### config.mk
export PLATFORM = sky130hd
export DESIGN_NAME = switch_debouncer_flat
export DESIGN_NICKNAME = d
export VERILOG_FILES = /design/src/rtl/switch_debouncer_if.sv /design/src/rtl/switch_debouncer.sv /design/src/flat_wrapper.sv
export SDC_FILE = /design/constraint.sdc
export NUM_CORES = 1
export LEC_CHECK = 0
export CAP_MARGIN = 20
export CORE_ASPECT_RATIO = 0.8
export CORE_MARGIN = 5
export CORE_UTILIZATION = 60
export DETAILED_ROUTE_END_ITERATION = 8
export PLACE_DENSITY = 0.88
export SLEW_MARGIN = 10
export SYNTH_ARGS = -nofsm -noshare
export SYNTH_HDL_FRONTEND = slang
export SYNTH_SLANG_ARGS = --single-unit
export TNS_END_PERCENT = 30
### constraint.sdc
create_clock -name Clk -period 5.2 [get_ports Clk]
set_input_delay 0.78 -clock Clk [delete_from_list [all_inputs] [get_ports Clk]]
set_output_delay 0.78 -clock Clk [all_outputs]
set_load 0.01 [all_outputs]
### src/rtl/switch_debouncer_if.sv
// ----------------------------------------------------------------------------
// switch_debouncer_if
//   Signal bundle between the board-side raw inputs and the debounced outputs.
//
//   Signal semantics (no valid/ready handshake on this bundle):
//     switchesIn  / btnStep   : raw asynchronous levels, may change at any time.
//     switchesOut             : registered debounced levels, always valid.
//     changed / stepPulse     : single-cycle event pulses, no acknowledge; a
//                               consumer that needs them must sample every cycle.
//
//   Modports:
//     master : the side that owns the raw inputs and observes the outputs.
//     slave  : the debouncer itself.
// ----------------------------------------------------------------------------
interface switch_debouncer_if #(
  parameter int WIDTH = 10
);
  logic [WIDTH-1:0] switchesIn;
  logic             btnStep;
  logic [WIDTH-1:0] switchesOut;
  logic             changed;
  logic             stepPulse;

  modport master (
    output switchesIn,
    output btnStep,
    input  switchesOut,
    input  changed,
    input  stepPulse
  );

  modport slave (
    input  switchesIn,
    input  btnStep,
    output switchesOut,
    output changed,
    output stepPulse
  );
endinterface

### src/rtl/switch_debouncer.sv
// ----------------------------------------------------------------------------
// switch_debouncer
//   Conditions the slide switches and the step pushbutton: two-flop
//   synchroniser per input, a shared free-running sample-tick divider, and a
//   per-bit stability counter. An output bit only flips after STABLE_TICKS
//   consecutive ticks on which the synchronised input disagreed with it.
//
//   Ports:
//     Clk  : system clock, rising edge.
//     Rst  : asynchronous active-low reset.
//     bus  : switch_debouncer_if.slave
//              switchesIn[WIDTH], btnStep      raw inputs
//              switchesOut[WIDTH]              debounced levels (registered)
//              changed                         1-cycle pulse on any output change
//              stepPulse                       1-cycle pulse on debounced press
// ----------------------------------------------------------------------------
module switch_debouncer #(
  parameter int WIDTH        = 10,
  parameter int TICK_DIV     = 50000,
  parameter int STABLE_TICKS = 8
) (
  input  logic                Clk,
  input  logic                Rst,
  switch_debouncer_if.slave   bus
);

  // Switch bits occupy [WIDTH-1:0]; the step button is bit WIDTH.
  localparam int NB = WIDTH + 1;
  localparam int CW = $clog2(STABLE_TICKS + 1);
  localparam int TW = (TICK_DIV > 1) ? $clog2(TICK_DIV) : 1;

  localparam logic [TW-1:0] TICK_LAST = TW'(TICK_DIV - 1);
  localparam logic [CW:0]   CNT_LIM   = (CW + 1)'(STABLE_TICKS);

  // --------------------------------------------------------------------------
  // Synchroniser
  // --------------------------------------------------------------------------
  logic [NB-1:0] sync1_q;
  logic [NB-1:0] sync_q;

  always_ff @(posedge Clk or negedge Rst) begin
    if (!Rst) begin
      sync1_q <= '0;
      sync_q  <= '0;
    end else begin
      sync1_q <= {bus.btnStep, bus.switchesIn};
      sync_q  <= sync1_q;
    end
  end

  // --------------------------------------------------------------------------
  // Sample-tick divider: free-running from reset release, never restarted
  // by input activity. With TICK_DIV=1 the counter sits at 0 and tick is
  // permanently high.
  // --------------------------------------------------------------------------
  logic [TW-1:0] tick_cnt_q;
  logic [TW-1:0] tick_cnt_d;
  logic          tick;

  assign tick = (tick_cnt_q == TICK_LAST);

  always_comb begin
    tick_cnt_d = tick_cnt_q + TW'(1);
    if (tick) begin
      tick_cnt_d = '0;
    end
  end

  always_ff @(posedge Clk or negedge Rst) begin
    if (!Rst) begin
      tick_cnt_q <= '0;
    end else begin
      tick_cnt_q <= tick_cnt_d;
    end
  end

  // --------------------------------------------------------------------------
  // Per-bit stability counters
  // --------------------------------------------------------------------------
  logic [NB-1:0]         stable_q;
  logic [NB-1:0]         stable_d;
  logic [NB-1:0][CW-1:0] cnt_q;
  logic [NB-1:0][CW-1:0] cnt_d;
  logic                  changed_q;
  logic                  changed_d;
  logic                  step_q;
  logic                  step_d;

  always_comb begin
    stable_d = stable_q;
    cnt_d    = cnt_q;
    for (int i = 0; i < NB; i++) begin
      if (tick) begin
        if (sync_q[i] == stable_q[i]) begin
          // Any agreeing tick breaks the run of disagreement.
          cnt_d[i] = '0;
        end else if (({1'b0, cnt_q[i]} + (CW + 1)'(1)) < CNT_LIM) begin
          cnt_d[i] = cnt_q[i] + CW'(1);
        end else begin
          // This is the STABLE_TICKS-th consecutive disagreeing tick.
          stable_d[i] = sync_q[i];
          cnt_d[i]    = '0;
        end
      end
    end
    // Pulses are registered so they line up with the new stable value.
    changed_d = (stable_d[WIDTH-1:0] != stable_q[WIDTH-1:0]);
    step_d    = stable_d[WIDTH] & ~stable_q[WIDTH];
  end

  always_ff @(posedge Clk or negedge Rst) begin
    if (!Rst) begin
      stable_q  <= '0;
      cnt_q     <= '0;
      changed_q <= 1'b0;
      step_q    <= 1'b0;
    end else begin
      stable_q  <= stable_d;
      cnt_q     <= cnt_d;
      changed_q <= changed_d;
      step_q    <= step_d;
    end
  end

  assign bus.switchesOut = stable_q[WIDTH-1:0];
  assign bus.changed     = changed_q;
  assign bus.stepPulse   = step_q;

endmodule
### src/flat_wrapper.sv
// flat-port wrapper written by rule: the top's interface ports become plain ports
module switch_debouncer_flat 
#(
  parameter int WIDTH        = 10,
  parameter int TICK_DIV     = 50000,
  parameter int STABLE_TICKS = 8
)
  (Clk, Rst, bus_switchesIn, bus_btnStep, bus_switchesOut, bus_changed, bus_stepPulse);
  switch_debouncer_if #(.WIDTH(WIDTH)) bus_i ();
  input  logic Clk;
  input  logic Rst;
  input wire logic [$bits(bus_i.switchesIn)-1:0] bus_switchesIn;
  input wire logic [$bits(bus_i.btnStep)-1:0] bus_btnStep;
  output wire logic [$bits(bus_i.switchesOut)-1:0] bus_switchesOut;
  output wire logic [$bits(bus_i.changed)-1:0] bus_changed;
  output wire logic [$bits(bus_i.stepPulse)-1:0] bus_stepPulse;
  assign bus_i.switchesIn = bus_switchesIn;
  assign bus_i.btnStep = bus_btnStep;
  assign bus_switchesOut = bus_i.switchesOut;
  assign bus_changed = bus_i.changed;
  assign bus_stepPulse = bus_i.stepPulse;
  switch_debouncer #(.WIDTH(WIDTH), .TICK_DIV(TICK_DIV), .STABLE_TICKS(STABLE_TICKS)) u_core (.Clk(Clk), .Rst(Rst), .bus(bus_i));
endmodule
== After elaboration in Yosys (flattened, before gate mapping) ==
Cells that the tools add are included.

* $add $sub $neg: 23
* Magnitude comparators: 11
* Equal/unequal tests: 13
* Multiplexer cells: 56
* Bitwise gates (word level): 2

{| class="wikitable"
|+ Operators by type and width
! cell !! number
|-
| $mux W4 || 22
|-
| $add A4 B1 Y5 const B || 11
|-
| $lt A5 B4 Y1 const B || 11
|-
| $add A4 B1 Y4 const B || 11
|-
| $mux W1 || 33
|-
| $add A16 B1 Y16 const B || 1
|-
| $eq A16 B16 Y1 const B || 1
|-
| $mux W16 || 1
|-
| $eq A1 B1 Y1 || 11
|-
| $ne A10 B10 Y1 || 1
|-
| $and A1 B1 Y1 || 1
|-
| $not A1 Y1 || 1
|}

* Register bits: 95
* Bits of input ports: 13
* Output and inout port bits: 12
* Word-level logic and storage cells: 122

== Depth between registers and ports, before layout ==
* Depth in word-level cells: 6
* Mapped depth: 7
* Gate-level depth less buffers: 5

== Worst setup path after synthesis ==
OpenSTA, ideal clock, no wires.

* Path type: register -> register
* Start: register u_core.tick_cnt_q[0]
* End: register u_core.stable_q[8]
* Library setup time: 0.125 ns
* Arrival time: 1.565 ns
* Required time: 5.075 ns
* Setup slack: 3.510 ns
* Cell stages (with the launch flop): 7
* Buffers on the path: 1
* Clock period less this slack: 1.690 ns
* Cell sequence: dfrtp_1 -> ha_1 -> and3_1 -> nand4_4 -> buf_2 -> nor2_1 -> mux2_2

* Longest elaborated chain between the ends: 2

{| class="wikitable"
|+ Ends and longest elaborated chain
! item !! RTL line !! text
|-
| from (decl) || switch_debouncer.sv:56 || <nowiki>logic [TW-1:0] tick_cnt_q;</nowiki>
|-
| from (signal assigned) || switch_debouncer.sv:73 || <nowiki>tick_cnt_q <= tick_cnt_d;</nowiki>
|-
| $eq A16 B16 Y1 || switch_debouncer.sv:60 || <nowiki>assign tick = (tick_cnt_q == TICK_LAST);</nowiki>
|-
| $mux W1 || switch_debouncer.sv:93 || <nowiki>if (tick) begin</nowiki>
|-
| named net u_core.stable_d[8] || switch_debouncer.sv:81 || <nowiki>logic [NB-1:0] stable_d;</nowiki>
|-
| to (signal assigned) || switch_debouncer.sv:118 || <nowiki>stable_q <= stable_d;</nowiki>
|-
| to (decl) || switch_debouncer.sv:80 || <nowiki>logic [NB-1:0] stable_q;</nowiki>
|}

The timed path passes the listed nets, and every way through them passes these cells.
A chain may end at the register's enable or synchronous reset.

== Worst setup path after layout ==
* Start: register u_core.tick_cnt_q[0]
* End: register u_core.stable_q[10]

The elaborated chain is that of the path after synthesis.

==> reports/results.txt <==
Status: finished clean
# setup viols final: 0
Switch share: 20.4%
CP arrival: 2.71 ns
Clock slew at reported path FFs: 0.09 ns
Logic gate share of total power: 2.5%
Startpoint types: register
Clock buffer depth: 2
Total core area: 0.00696 mm^2
VDD IR max: 0.000195 V
Final clock skew: 0.00931 ns
Post-Syn Area per Cell: 10.8 um^2
Nets: 442
Fin Setup TNS: 0 ns
TritonCTS clock tree: done
Top Ports: 25
Die Span Y: 86.0 um
Top FF cell, synth: dfrtp_1
Pin count of the biggest net entering global routing: 64
Fraction of layout cells with a size suffix above 1: 8.33%
Worst Tran Pin Value: 0.839 ns
Cell internal pwr: 0.00105 W
Layout overhead on the synthesized area: 10.1%
Final Max Slew Viols: 0
Setup repair after global routing missed its margin: no
Vias in the first global route: 2910
CTS buffer count: 9
Min Tclk post-route: 2.45 ns
Final ANT Viol Nets: 0
Cell area after synthesis: 0.00434 mm^2
Yosys reg bits: 95
Cell Count, Final, Fillers Out: 507
Initial core utilization: 62.3%
Number of flops mapped to enable cells by yosys: 0
Gr usage total: 17.9%
Pre-Repair DR Iteration Count: 5
Clock share of power: 40.6%
Syn Inst Count: 401
Slew HR: 44.0%
Root Buffer: clkbuf_8
Initial antenna violation count: 0
Via count: 2880
DRC Markers: 0
Net Count, Synth: 426
Hold Crit Class: reg -> reg
Final global-route overflow total: 0
DR vias/cell: 5.68
Pwr dens: 276 mW/mm^2
CP Capture Type: register
Final Hold Vio Count: 0
Synth async-reset ratio: 100%
Synth unique cells: 38
N_diodes: 0
Placed cell count: 493
Max-cap viol count: 0
Gpl congestion: 0.783
Post-CTS sizing: 0
Clock Latency Late Sink: 0.36 ns
DRT Wirelength: 7580 um
Port Buf Inserts: 24
CTS sink count: 95
Kind of critical path: reg -> reg
Setup bufs post-CTS: 0
Cell Rows: 27
Depth of the CTS H-tree: 3
Seq pwr share: 57.0%
Final critical-path share of the clock period: 47.2%
Net switching power figure: 0.000268 W
Cts hold-fix bufs: 0
Crit path max fanout: 63
Number of synthesis warnings: 0
Register area share after synthesis: 54.8%
Leakage: 2.31 nW
First-pass GRT wire length: 13000 um
Req. time, crit path: 5.45 ns
DP HPWL: 5150 um
Die Wd: 105 um
Mean routed wirelength per cell: 15.0 um
Die Area: 0.00904 mm^2
DR iter-0 viols: 117
FMAX: 0.407 GHz
cell usage after synthesis (9+ instances only):
master	count	share of area, %
nand2b_1	11	1.6
dfrtp_1	95	55
buf_4	11	1.9
mux2_2	11	2.9
inv_1	9	0.78
ha_1	12	3.5
nand2_1	53	4.6
and2_1	13	1.9
nor2b_1	18	2.6
nor2_1	17	1.5
o21ai_0	27	3.1
nand3_1	26	3.0
xor2_1	16	3.2
a21oi_1	11	1.3
mux2i_1	12	2.8
final cells by class:
cell class / count / area [um^2]
sequential: 95 / 2380
fill: 502 / 2190
multi-input combinational: 276 / 1780
timing repair buffer: 26 / 253
clock buffer: 11 / 151
tap: 87 / 109
clock inverter: 3 / 67.6
inverter: 9 / 33.8
registers in the layout, summed over array words and instances (netlist names):
name                  flops
u_core.bus.changed        1
u_core.stable_q          11
u_core.sync1_q           11
u_core.tick_cnt_q        16
u_core.bus.stepPulse      1
u_core.sync_q            11
u_core.cnt_q             44
stage by stage:
step / instance area (um^2) / util, % / hold WS [ns] / total power, W / setup WS [ns]
floorplan: 4340 / - / 0.331 / 0.000772 / 3.51
global placement: 4550 / 65.4 / 0.332 / 0.000798 / 2.86
detailed placement: 4550 / 65.4 / 0.335 / 0.000799 / 2.75
CTS: 4770 / 68.6 / 0.354 / 0.00133 / 2.73
global route: 4770 / 68.6 / 0.359 / 0.00137 / 2.48
finish: 4770 / 68.6 / 0.352 / 0.00132 / 2.75
worst max-delay path, stage by stage, from the launching register on:
cell and delay, ns:
dfrtp_1 0.38, ha_1 0.27, and3_1 0.29, nand4_4 0.65, nor2_1 0.39, mux2_2 0.36
power groups by stage:
stage          clock network (W)  registers, W   logic (W)
6_report                0.000535      0.000751   0.0000324
5_1_grt                 0.000578      0.000752   0.0000381
4_1_cts                 0.000545      0.000751   0.0000338
3_5_place_dp                   0      0.000766   0.0000337
3_3_place_gp                   0      0.000765   0.0000332
2_1_floorplan                  0      0.000765  0.00000768
cell usage in the layout, fill, tap and decap left out, drive strengths merged, types with 2 or more instances in the layout:
master,n
o22a,2
mux2,11
nand4,8
or3,3
and3,2
inv,9
nor2b,18
nor4,3
a31oi,2
buf,3
and2,13
bufinv,2
a21o,3
xnor2,7
nand3,26
ha,12
nand2b,11
and4,3
nand2,53
dfrtp,95
xor2,16
and4bb,2
o21ai,34
a21oi,11
mux2i,12
clkdlybuf4s50,23
nor2,17
clkbuf,11
path summary, 6_finish.rpt:
kind / start / cells after the start / end / slack (ns)
max: u_core.tick_cnt_q[0] / 5 / u_core.stable_q[10] / 2.75
min: u_core.sync1_q[0] / 0 / u_core.sync_q[0] / 0.35
max reg2reg: u_core.tick_cnt_q[0] / 5 / u_core.stable_q[10] / 2.75
min reg2reg: u_core.sync1_q[0] / 0 / u_core.sync_q[0] / 0.35
max in group asynchronous: Rst / 2 / u_core.cnt_q[7] / 3.76
min in group asynchronous: Rst / 1 / u_core.cnt_q[19] / 0.44
kinds of logic after synthesis:
family / share of synthesized area [%]
compound gates: 7.47
simple gates: 19.9
mux: 5.63
flops: 54.8
fa+ha+maj: 3.46
buf+inv: 4.10
xor+xnor: 4.65
layer usage:
metal	track usage, %	part of all wire (%)
met1	22.9	46
met5	0	0
met4	6.85	1.9
met3	5.04	4.8
met2	29.1	47
(Power assumes the default switching activity.)
